File: src/rtl/board_pkg.sv
// Shared definitions for the tic-tac-toe board controller.
// Holds grid boundary constants, the controller FSM encoding, winner codes
// and the table of the eight winning lines.
package board_pkg;

  // Column pixel boundaries (inclusive); the pixels between them are gaps.
  localparam logic [11:0] COL0_MIN = 12'd0;
  localparam logic [11:0] COL0_MAX = 12'd340;
  localparam logic [11:0] COL1_MIN = 12'd343;
  localparam logic [11:0] COL1_MAX = 12'd682;
  localparam logic [11:0] COL2_MIN = 12'd685;
  localparam logic [11:0] COL2_MAX = 12'd1023;

  // Row pixel boundaries (inclusive).
  localparam logic [11:0] ROW0_MIN = 12'd0;
  localparam logic [11:0] ROW0_MAX = 12'd252;
  localparam logic [11:0] ROW1_MIN = 12'd257;
  localparam logic [11:0] ROW1_MAX = 12'd510;
  localparam logic [11:0] ROW2_MIN = 12'd515;
  localparam logic [11:0] ROW2_MAX = 12'd767;

  typedef enum logic [1:0] {
    ST_IDLE  = 2'd0,
    ST_PLAY  = 2'd1,
    ST_CHECK = 2'd2,
    ST_OVER  = 2'd3
  } state_t;

  typedef enum logic [1:0] {
    WIN_NONE = 2'b00,
    WIN_P0   = 2'b01,
    WIN_P1   = 2'b10,
    WIN_DRAW = 2'b11
  } winner_t;

  // Square masks of the 8 lines: 3 rows, 3 columns, 2 diagonals.
  // Bit k corresponds to square k+1 (row-major from top-left).
  function automatic logic [8:0] line_mask(input logic [2:0] k);
    case (k)
      3'd0:    line_mask = 9'b000_000_111;
      3'd1:    line_mask = 9'b000_111_000;
      3'd2:    line_mask = 9'b111_000_000;
      3'd3:    line_mask = 9'b001_001_001;
      3'd4:    line_mask = 9'b010_010_010;
      3'd5:    line_mask = 9'b100_100_100;
      3'd6:    line_mask = 9'b100_010_001;
      default: line_mask = 9'b001_010_100;
    endcase
  endfunction

endpackage

File: src/rtl/board_win_check.sv
// Combinational board evaluator.
// Ports: occ/owner (9-bit board) in; win, win_player (owner of the
// completed line) and full (all 9 squares occupied) out.
module board_win_check
  import board_pkg::*;
(
  input  logic [8:0] occ,
  input  logic [8:0] owner,
  output logic       win,
  output logic       win_player,
  output logic       full
);

  logic [8:0] m;

  always_comb begin
    win        = 1'b0;
    win_player = 1'b0;
    m          = 9'd0;
    for (int k = 0; k < 8; k++) begin
      m = line_mask(3'(k));
      // A line counts only when all three squares are occupied and the
      // owner bits agree (all ones or all zeros).
      if (!win && ((occ & m) == m)) begin
        if ((owner & m) == m) begin
          win        = 1'b1;
          win_player = 1'b1;
        end else if ((owner & m) == 9'd0) begin
          win        = 1'b1;
          win_player = 1'b0;
        end
      end
    end
  end

  assign full = &occ;

endmodule

File: src/rtl/board_ctl.sv
// Tic-tac-toe board controller: mouse clicks -> board occupancy/owner,
// turn, game_over and winner. Ports: pclk/rst, mouse_xpos/ypos/left,
// start_en, choice_en, new_game in; square_occ/owner, turn, game_over, winner out.
// Optional macro BOARD_WIN_DETECT_EN enables line-win detection; without it
// the game only ends as a draw on a full board.
module board_ctl
  import board_pkg::*;
#(
  parameter int XRES = 1024,
  parameter int YRES = 768
) (
  input  logic        pclk,
  input  logic        rst,
  input  logic [11:0] mouse_xpos,
  input  logic [11:0] mouse_ypos,
  input  logic        mouse_left,
  input  logic        start_en,
  input  logic        choice_en,
  input  logic        new_game,
  output logic [8:0]  square_occ,
  output logic [8:0]  square_owner,
  output logic        turn,
  output logic        game_over,
  output logic [1:0]  winner
);

  localparam logic [11:0] X_LAST = 12'(XRES - 1);
  localparam logic [11:0] Y_LAST = 12'(YRES - 1);

  state_t     state, state_nxt;
  logic       mouse_left_d;
  logic       click, enabled;
  logic [1:0] col, row;
  logic       col_vld, row_vld;
  logic [3:0] sq_idx;
  logic [8:0] sq_bit;
  logic       sq_empty;
  logic       place, clear, finish;
  logic       win, win_player, full;
  logic       result_hit;
  winner_t    result_code;

  assign click   = mouse_left & ~mouse_left_d;
  assign enabled = start_en & ~choice_en;

  // Pixel -> grid decode; gap pixels and off-screen coordinates miss.
  always_comb begin
    col     = 2'd0;
    col_vld = 1'b0;
    if (mouse_xpos <= COL0_MAX) begin
      col = 2'd0; col_vld = 1'b1;
    end else if (mouse_xpos >= COL1_MIN && mouse_xpos <= COL1_MAX) begin
      col = 2'd1; col_vld = 1'b1;
    end else if (mouse_xpos >= COL2_MIN && mouse_xpos <= COL2_MAX && mouse_xpos <= X_LAST) begin
      col = 2'd2; col_vld = 1'b1;
    end
  end

  always_comb begin
    row     = 2'd0;
    row_vld = 1'b0;
    if (mouse_ypos <= ROW0_MAX) begin
      row = 2'd0; row_vld = 1'b1;
    end else if (mouse_ypos >= ROW1_MIN && mouse_ypos <= ROW1_MAX) begin
      row = 2'd1; row_vld = 1'b1;
    end else if (mouse_ypos >= ROW2_MIN && mouse_ypos <= ROW2_MAX && mouse_ypos <= Y_LAST) begin
      row = 2'd2; row_vld = 1'b1;
    end
  end

  assign sq_idx   = 4'({2'b00, row} * 4'd3) + {2'b00, col};
  assign sq_bit   = (col_vld && row_vld) ? (9'd1 << sq_idx) : 9'd0;
  assign sq_empty = (sq_bit != 9'd0) && ((square_occ & sq_bit) == 9'd0);

  board_win_check u_win_check (
    .occ        (square_occ),
    .owner      (square_owner),
    .win        (win),
    .win_player (win_player),
    .full       (full)
  );

`ifdef BOARD_WIN_DETECT_EN
  // A win on the final move takes precedence over the draw.
  assign result_hit  = win | full;
  assign result_code = win ? (win_player ? WIN_P1 : WIN_P0) : WIN_DRAW;
`else
  logic unused_win;
  assign unused_win  = win ^ win_player;
  assign result_hit  = full;
  assign result_code = WIN_DRAW;
`endif

  always_ff @(posedge pclk or posedge rst) begin
    if (rst) state <= ST_IDLE;
    else     state <= state_nxt;
  end

  always_comb begin
    state_nxt = state;
    place     = 1'b0;
    clear     = 1'b0;
    finish    = 1'b0;
    if (new_game) begin
      // Clearing wins over any click in the same cycle.
      clear     = 1'b1;
      state_nxt = enabled ? ST_PLAY : ST_IDLE;
    end else begin
      case (state)
        ST_IDLE: if (enabled) state_nxt = ST_PLAY;
        ST_PLAY: begin
          if (!enabled) begin
            state_nxt = ST_IDLE;
          end else if (click && sq_empty) begin
            place     = 1'b1;
            state_nxt = ST_CHECK;
          end
        end
        ST_CHECK: begin
          if (result_hit) begin
            finish    = 1'b1;
            state_nxt = ST_OVER;
          end else begin
            state_nxt = ST_PLAY;
          end
        end
        default: state_nxt = state;
      endcase
    end
  end

  always_ff @(posedge pclk or posedge rst) begin
    if (rst) begin
      mouse_left_d <= 1'b0;
      square_occ   <= 9'd0;
      square_owner <= 9'd0;
      turn         <= 1'b0;
      game_over    <= 1'b0;
      winner       <= WIN_NONE;
    end else begin
      // The edge detector tracks the button in every state, so presses
      // outside PLAY are consumed rather than queued.
      mouse_left_d <= mouse_left;
      if (clear) begin
        square_occ   <= 9'd0;
        square_owner <= 9'd0;
        turn         <= 1'b0;
        game_over    <= 1'b0;
        winner       <= WIN_NONE;
      end else if (place) begin
        square_occ   <= square_occ | sq_bit;
        square_owner <= turn ? (square_owner | sq_bit) : (square_owner & ~sq_bit);
        turn         <= ~turn;
      end else if (finish) begin
        game_over <= 1'b1;
        winner    <= result_code;
      end
    end
  end

endmodule

File: config.mk
export PLATFORM = sky130hd
export DESIGN_NAME = board_ctl
export DESIGN_NICKNAME = d
export VERILOG_FILES = /design/src/rtl/board_pkg.sv /design/src/rtl/board_win_check.sv /design/src/rtl/board_ctl.sv
export SDC_FILE = /design/constraint.sdc
export NUM_CORES = 1
export LEC_CHECK = 0
export ABC_AREA = 1
export CELL_PAD_IN_SITES_DETAIL_PLACEMENT = 1
export CELL_PAD_IN_SITES_GLOBAL_PLACEMENT = 2
export CORE_MARGIN = 8
export CORE_UTILIZATION = 26
export CTS_CLUSTER_SIZE = 8
export DETAILED_ROUTE_END_ITERATION = 10
export PLACE_DENSITY_LB_ADDON = 0.1
export SYNTH_ARGS = -nofsm -noshare
export SYNTH_HDL_FRONTEND = slang
export SYNTH_SLANG_ARGS = --single-unit
File: constraint.sdc
create_clock -name pclk -period 2 [get_ports pclk]
set_input_delay 0.4 -clock pclk [delete_from_list [all_inputs] [get_ports pclk]]
set_output_delay 0.4 -clock pclk [all_outputs]
set_load 0.005 [all_outputs]
==> results of run 1 <==
## synth_stat cells, drive strengths merged (2+ instances only)
library cell and n:
nand2 81, nand3 41, inv 39, nor2 32, dfrtp 23, o21ai 13
nand4 10, buf 7, ha 6, nor3 5, o22ai 5, nand3b 4
a21oi 2, fa 2, nor4 2, or2 2
## layout by cell type, fill, tap and decap left out, types with 2 or more instances in the layout
master	n
a21oi_1	2
buf_2	9
buf_4	79
buf_6	8
buf_8	2
clkbuf_2	8
clkbuf_8	3
clkdlybuf4s50_1	27
dfrtp_1	23
fa_1	2
ha_1	4
ha_2	2
inv_1	27
inv_2	8
inv_4	2
nand2_1	58
nand2_2	17
nand2_4	6
nand3_1	22
nand3_2	18
nand3b_1	3
nand3b_4	2
nand4_1	10
nor2_1	11
nor2_2	6
nor2_4	15
nor3_1	5
o21ai_0	9
o21ai_2	3
o22ai_1	3
o22ai_2	2
or2_2	2
## registers in the layout (all words and copies together) (netlist names)
register and cells:
mouse_left_d 1, state 2, turn 1, square_occ 9, square_owner 9, winner 1
## worst max-delay path, stage by stage
cell and delay [ns]:
buf_8 0.11, clkinv_8 0.04, nand2_4 0.04, nor2_4 0.11, buf_6 0.10, nand3_2 0.07, nand2_2 0.08, nand2_2 0.05
inv_2 0.05, fa_1 0.43, ha_2 0.20, fa_1 0.49, inv_2 0.11, nand2_2 0.08, o21ai_2 0.14, nand4_1 0.14
nor2_4 0.12, nand3_2 0.09, nor2_4 0.11, nand2_2 0.08, nor2_4 0.18, clkbuf_16 0.18, nand3_2 0.06, nand2_2 0.08
## metrics by stage
stage	TNS (ns)	setup WS, ns	utilization [%]	hold slack (ns)	std cells
after floorplan	-25.22	-1.23	-	0.402	279
after global placement	-42.85	-2.00	39.6	0.502	461
after detailed placement	-45.44	-2.11	39.6	0.520	461
after CTS	-28.91	-1.34	46.3	0.469	504
after global routing	-33.13	-1.55	48.4	0.542	510
final	-28.32	-1.33	48.4	0.462	510
## power breakdown
part,internal [mW],switching (mW)
Combinational,0.199,0.225
Sequential,0.475,0.0123
Clock,0.141,0.168
Total,0.815,0.405
## per-layer routing
metal	part of all wire [%]	track usage (%)
met1	44	19.1
met2	51	28.4
met3	5.0	3.37
met4	0.32	1.37
met5	0	0
## timing repair
| item | 4_1_cts | 5_1_grt |
|---|---|---|
| endpoints found under the setup margin | 22 | 22 |
| pin swaps | 41 | 48 |
| cloned | 2 | 0 |
| hold buffers | 0 | 0 |
| gates resized for setup | 115 | 66 |
| setup buffers | 37 | 7 |
## cells by family after synthesis
family	count (synthesis)	synth area share, %
mux	1	0.596
compound gates	23	6.82
flops	23	30.5
fa+ha+maj	8	6.09
simple gates	177	45.3
buf+inv	47	10.7
## cell type report
type	instances	area share [%]
tap	99	3.59
sequential	23	16.7
inverter	39	4.89
clock inverter	1	0.217
timing repair buffer	135	32.3
multi-input combinational	210	41.2
clock buffer	3	1.20
## worst max-delay path by stage
stage | to | startpoint | slack, ns
after floorplan | square_owner[7] | mouse_xpos[10] | -1.23
after global placement | square_owner[7] | mouse_xpos[10] | -2.00
after detailed placement | square_owner[7] | mouse_xpos[10] | -2.11
after CTS | square_owner[7] | mouse_xpos[11] | -1.34
after global routing | square_occ[0] | mouse_xpos[11] | -1.55
final | square_owner[6] | mouse_xpos[10] | -1.33
==> qor.csv, run 1 <==
metric,value,unit
status,"finished, violations left",
violations,setup timing,
wl,7.79,mm
netlist.area_leader.share,30.5,%
hold_path.class,primary input to async pin,
rr_endpoint,square_owner[6],
tightestPinTransition,0.408,ns
antenna_found_initial,0,
power,1.22,mW
synth-edff-count,0,
cp.arrival,3.56,ns
die_x,101,µm
finalCritPeriodShare,167,%
power_density,354,nW/µm²
drtIter0Drc,93,
area_delta_synth_final,82.7,%
path_class,primary input to flip-flop,
endpoint_kind,flip-flop,
nets,450,
syn_area_per_cell,6.77,µm²
r2r_slack,0.26,ns
worstPathRequired,2.22,ns
ir_drop,0.205,mV
ant_nets,0,
synth_top_cell_by_area,dfrtp_1,
placed_cell_area,2820,µm²
dpl.hpwl,5.04,mm
rsz0062_at_grt,true,
coreArea,7140,µm²
crit_fanout,7,
cts_sinks,23,
post-route-cell-area,3450,µm²
cts_tree,done,
worstRegToRegCells,10,
maxSlewHeadroom,72.7,%
synth_area_leaders,"dfrtp_1, nand2_1, nand3_1, inv_1, nor2_1",
synth-async-reset-ratio,100,%
leakage,1.63,nW
wl_per_cell,15.3,µm
route.detailed.drc,0,
num_rows,31,
die-area,10300,µm²
cts_buffers,3,
timing.fmax,300,MHz
final_max_slew_viol_count,0,
root_buffer,clkbuf_8,
register_area,576,µm²
vias,2368,
clk_latency,0.28,ns
fillCellCount,910,
ios,52,
yosysSeqAreaShare,30.5,%
clk_pin_slew,0.10,ns
maxCapViolCount,0,
r2r-start,square_occ[8],
synth-main-ff-cell,dfrtp_1,
synth-seq-cells,23,
grt_max_degree,31,
final_hold_viol_count,0,
grt_pass1_wl,13.0,mm
start_kind,primary input,
clockBufferDepth,2,
drt-vias-per-instance,4.64,
syn_nets,317,
start_util,26.5,%
yosysWarningCount,0,
grt_util_all_layers,15.7,%
drtPass1Iterations,4,
drive_gt1_share,48.7,%
syn-cell-area,1890,µm²
setup_viol,22,
grt_pass1_vias,2558,
finalCriticalPeriod,3.33,ns
chipHeight,101,µm
syn_inst,279,
htree_levels,1,
overflow,0,
multi_input_area,1420,µm²
ys_types,33,
port-buffer-count,51,
setup_ws,-1.33,ns
place_congestion,0.836,
antenna_cells,0,
worst_clock_skew,0.0140,ns
Note: power is estimated with default switching activity, not from simulation.
==> run 2, diff against run 1 <==
--- a/config.mk
+++ b/config.mk
@@ -10,9 +10,11 @@
 export CELL_PAD_IN_SITES_GLOBAL_PLACEMENT = 2
 export CORE_MARGIN = 8
 export CORE_UTILIZATION = 26
+export CTS_CLUSTER_DIAMETER = 200
 export CTS_CLUSTER_SIZE = 8
 export DETAILED_ROUTE_END_ITERATION = 10
 export PLACE_DENSITY_LB_ADDON = 0.1
+export SLEW_MARGIN = 20
 export SYNTH_ARGS = -nofsm -noshare
 export SYNTH_HDL_FRONTEND = slang
 export SYNTH_SLANG_ARGS = --single-unit
==> results of run 2 <==
Same layout as run 1: the final DEF is identical, and so are final timing and power.
==> run 3, diff against run 2 <==
--- a/config.mk
+++ b/config.mk
@@ -13,7 +13,7 @@
 export CTS_CLUSTER_DIAMETER = 200
 export CTS_CLUSTER_SIZE = 8
 export DETAILED_ROUTE_END_ITERATION = 10
-export PLACE_DENSITY_LB_ADDON = 0.1
+export PLACE_DENSITY = 0.78
 export SLEW_MARGIN = 20
 export SYNTH_ARGS = -nofsm -noshare
 export SYNTH_HDL_FRONTEND = slang
==> run 3 against run 2 <==
Net effect:
- the run still ends with setup timing left
- count of clock-buffer cells in the layout stayed put
- sequential power hardly changed
- combinational power is 10% lower
- critical path depth is 4 lower
- register-to-register slack better by 0.07 ns
- first-iteration DRC count is 49% lower
- cell count is 3.3% lower
- routed wire length is 9.5% lower
- global-route usage is 1.7 points lower
- sequential share of layout area is 1.1 points higher
- hold slack better by 0.0057 ns
==> qor.csv, run 3 (same netlist as run 1, synthesis figures left out) <==
metric,value,unit
status,"finished, violations left",
violations,setup timing,
p_comb_share,32.5,%
timing.fmax,304,MHz
cts_tree,done,
cts.hold.buffers_added,0,
top_regs,"square_occ x9, square_owner x9, state x2",
path_class,primary input to flip-flop,
final_max_slew_viol_count,0,
grt_util_all_layers,14.0,%
maxSlewHeadroom,71.4,%
ir_drop,0.358,mV
final_hold_viol_count,0,
rsz0062_at_grt,true,
grt_pass1_vias,2448,
finalCritPeriodShare,165,%
internal_power,795,µW
endpoint_kind,flip-flop,
wl,7.05,mm
crit_slowest_cell,fa_1,
clockBufferDepth,2,
overflow,0,
crit_buf_inv,6,
vias,2271,
clk_latency,0.27,ns
grt_pass1_wl,11.6,mm
dpl.hpwl,5.10,mm
power,1.17,mW
crit_path_max_incr_delay,0.49,ns
ant_nets,0,
power_frac_clock,26.0,%
crit_family,simple AND/OR/NAND/NOR gates,
fin_util,45.3,%
root_buffer,clkbuf_8,
worst_clock_skew,0.0137,ns
htree_levels,1,
layout_common_cells,"nand2_1, buf_4, nand3_1, clkdlybuf4s50_1, inv_1",
setup_ws,-1.29,ns
die-area,10300,µm²
crit_path_frequent_cell,nor2_4,
chipHeight,101,µm
antenna_found_initial,0,
power.share.sequential,41.6,%
drive_gt1_share,42.9,%
maxCapViolCount,0,
ios,52,
nets,433,
start_util,26.5,%
area_delta_synth_final,71.0,%
grt_max_degree,31,
tns,-27.22,ns
final_common_cell,nand2_1,
p_switching,376,µW
cts_buffers,3,
drtPass1Iterations,4,
hold_path.class,primary input to async pin,
leakage,1.55,nW
cts_sinks,23,
drt-vias-per-instance,4.61,
place_congestion,0.806,
crit_path_cell_trace,buf_6 > nor2_4 > buf_4 > nand4_1 > nand3_2 > inv_2 > fa_1 > ha_2 > fa_1 > inv_2 > nor2_4 > buf_4 > nand4_1 > o21ai_2 > nor2_4 > nand2_2 > nor2_4 > clkbuf_16 > nand3_4 > nand2_2,
route.detailed.drc,0,
die_x,101,µm
place_worst_setup_slack,-2.07,ns
antenna_cells,0,
drtIter0Drc,47,
switching_share,32.1,%
crit_fanout,7,
port-buffer-count,51,
power_density,362,nW/µm²
wl_per_cell,14.3,µm
setup_viol,22,
clk_pin_slew,0.10,ns
finalCriticalPeriod,3.29,ns
fillCellCount,914,
start_kind,primary input,
worstPathRequired,2.22,ns
cp.arrival,3.51,ns
coreArea,7140,µm²
tightestPinTransition,0.426,ns
num_rows,31,
==> run 3: changes by cell type in the layout (fill, tap and decap cells not counted), sizes merged <==
cell	previous run	this run
buf	99	85
clkbuf	12	8
clkdlybuf4s15	0	1
clkinv	1	0
inv	38	39
==> run 3: repair_timing <==
action,in CTS,in global routing
endpoints found under the setup margin,22,22
cloned,2,0
gates resized for setup,125,35
endpoints found under the hold margin,0,0
setup buffers,19,2
pin swaps,35,28
==> run 3: routing by layer <==
layer / wire, µm / share of wire (%) / vias up / GRT usage, %
li1: - / - / 1140 / -
met1: 3280 / 47 / 1097 / 17.3
met2: 3530 / 50 / 29 / 24.9
met3: 183 / 2.6 / 5 / 2.61
met4: 55 / 0.78 / 0 / 1.95
met5: 0 / 0 / - / 0
==> run 3: final timing paths <==
kind	startpoint	end	slack [ns]	cells after the start
max in group asynchronous	rst	state[0]	1.28	3
hold reg to reg	state[1]	state[1]	0.51	2
setup reg to reg	square_occ[8]	square_owner[3]	0.33	10
hold / removal	rst	square_owner[4]	0.47	3
setup / recovery	mouse_ypos[3]	square_owner[3]	-1.29	20
min in group pclk	state[1]	state[1]	0.51	2
==> run 3: layout make-up <==
class | instances | area (µm²) | area share [%]
clock inverters | 1 | 7.51 | 0.232
multi-input cells | 210 | 1350 | 41.7
repair buffers | 118 | 973 | 30.1
clock buffers | 3 | 41.3 | 1.28
well taps | 99 | 124 | 3.83
flip-flops and latches | 23 | 576 | 17.8
inverters | 39 | 161 | 5.00
==> run 3: per-stage QoR <==
stage / cell area, µm² / cells / hold WS, ns
2_1_floorplan: 1930 / 279 / 0.402
3_3_place_gp: 2870 / 467 / 0.490
3_5_place_dp: 2870 / 467 / 0.500
4_1_cts: 3140 / 492 / 0.470
5_1_grt: 3230 / 493 / 0.504
6_report: 3230 / 493 / 0.468
==> run 3: power groups by stage <==
stage	sequential [mW]	clock, mW	combinational [mW]
CTS	0.487	0.321	0.364
finish	0.487	0.304	0.380
global route	0.490	0.330	0.420
global placement	0.495	0	0.330
floorplan	0.492	0	0.164
detailed placement	0.495	0	0.337
==> run 3: worst min-delay path: stages <==
cell	delay, ns
clkdlybuf4s50_1	0.40
inv_1	0.05
buf_4	0.29
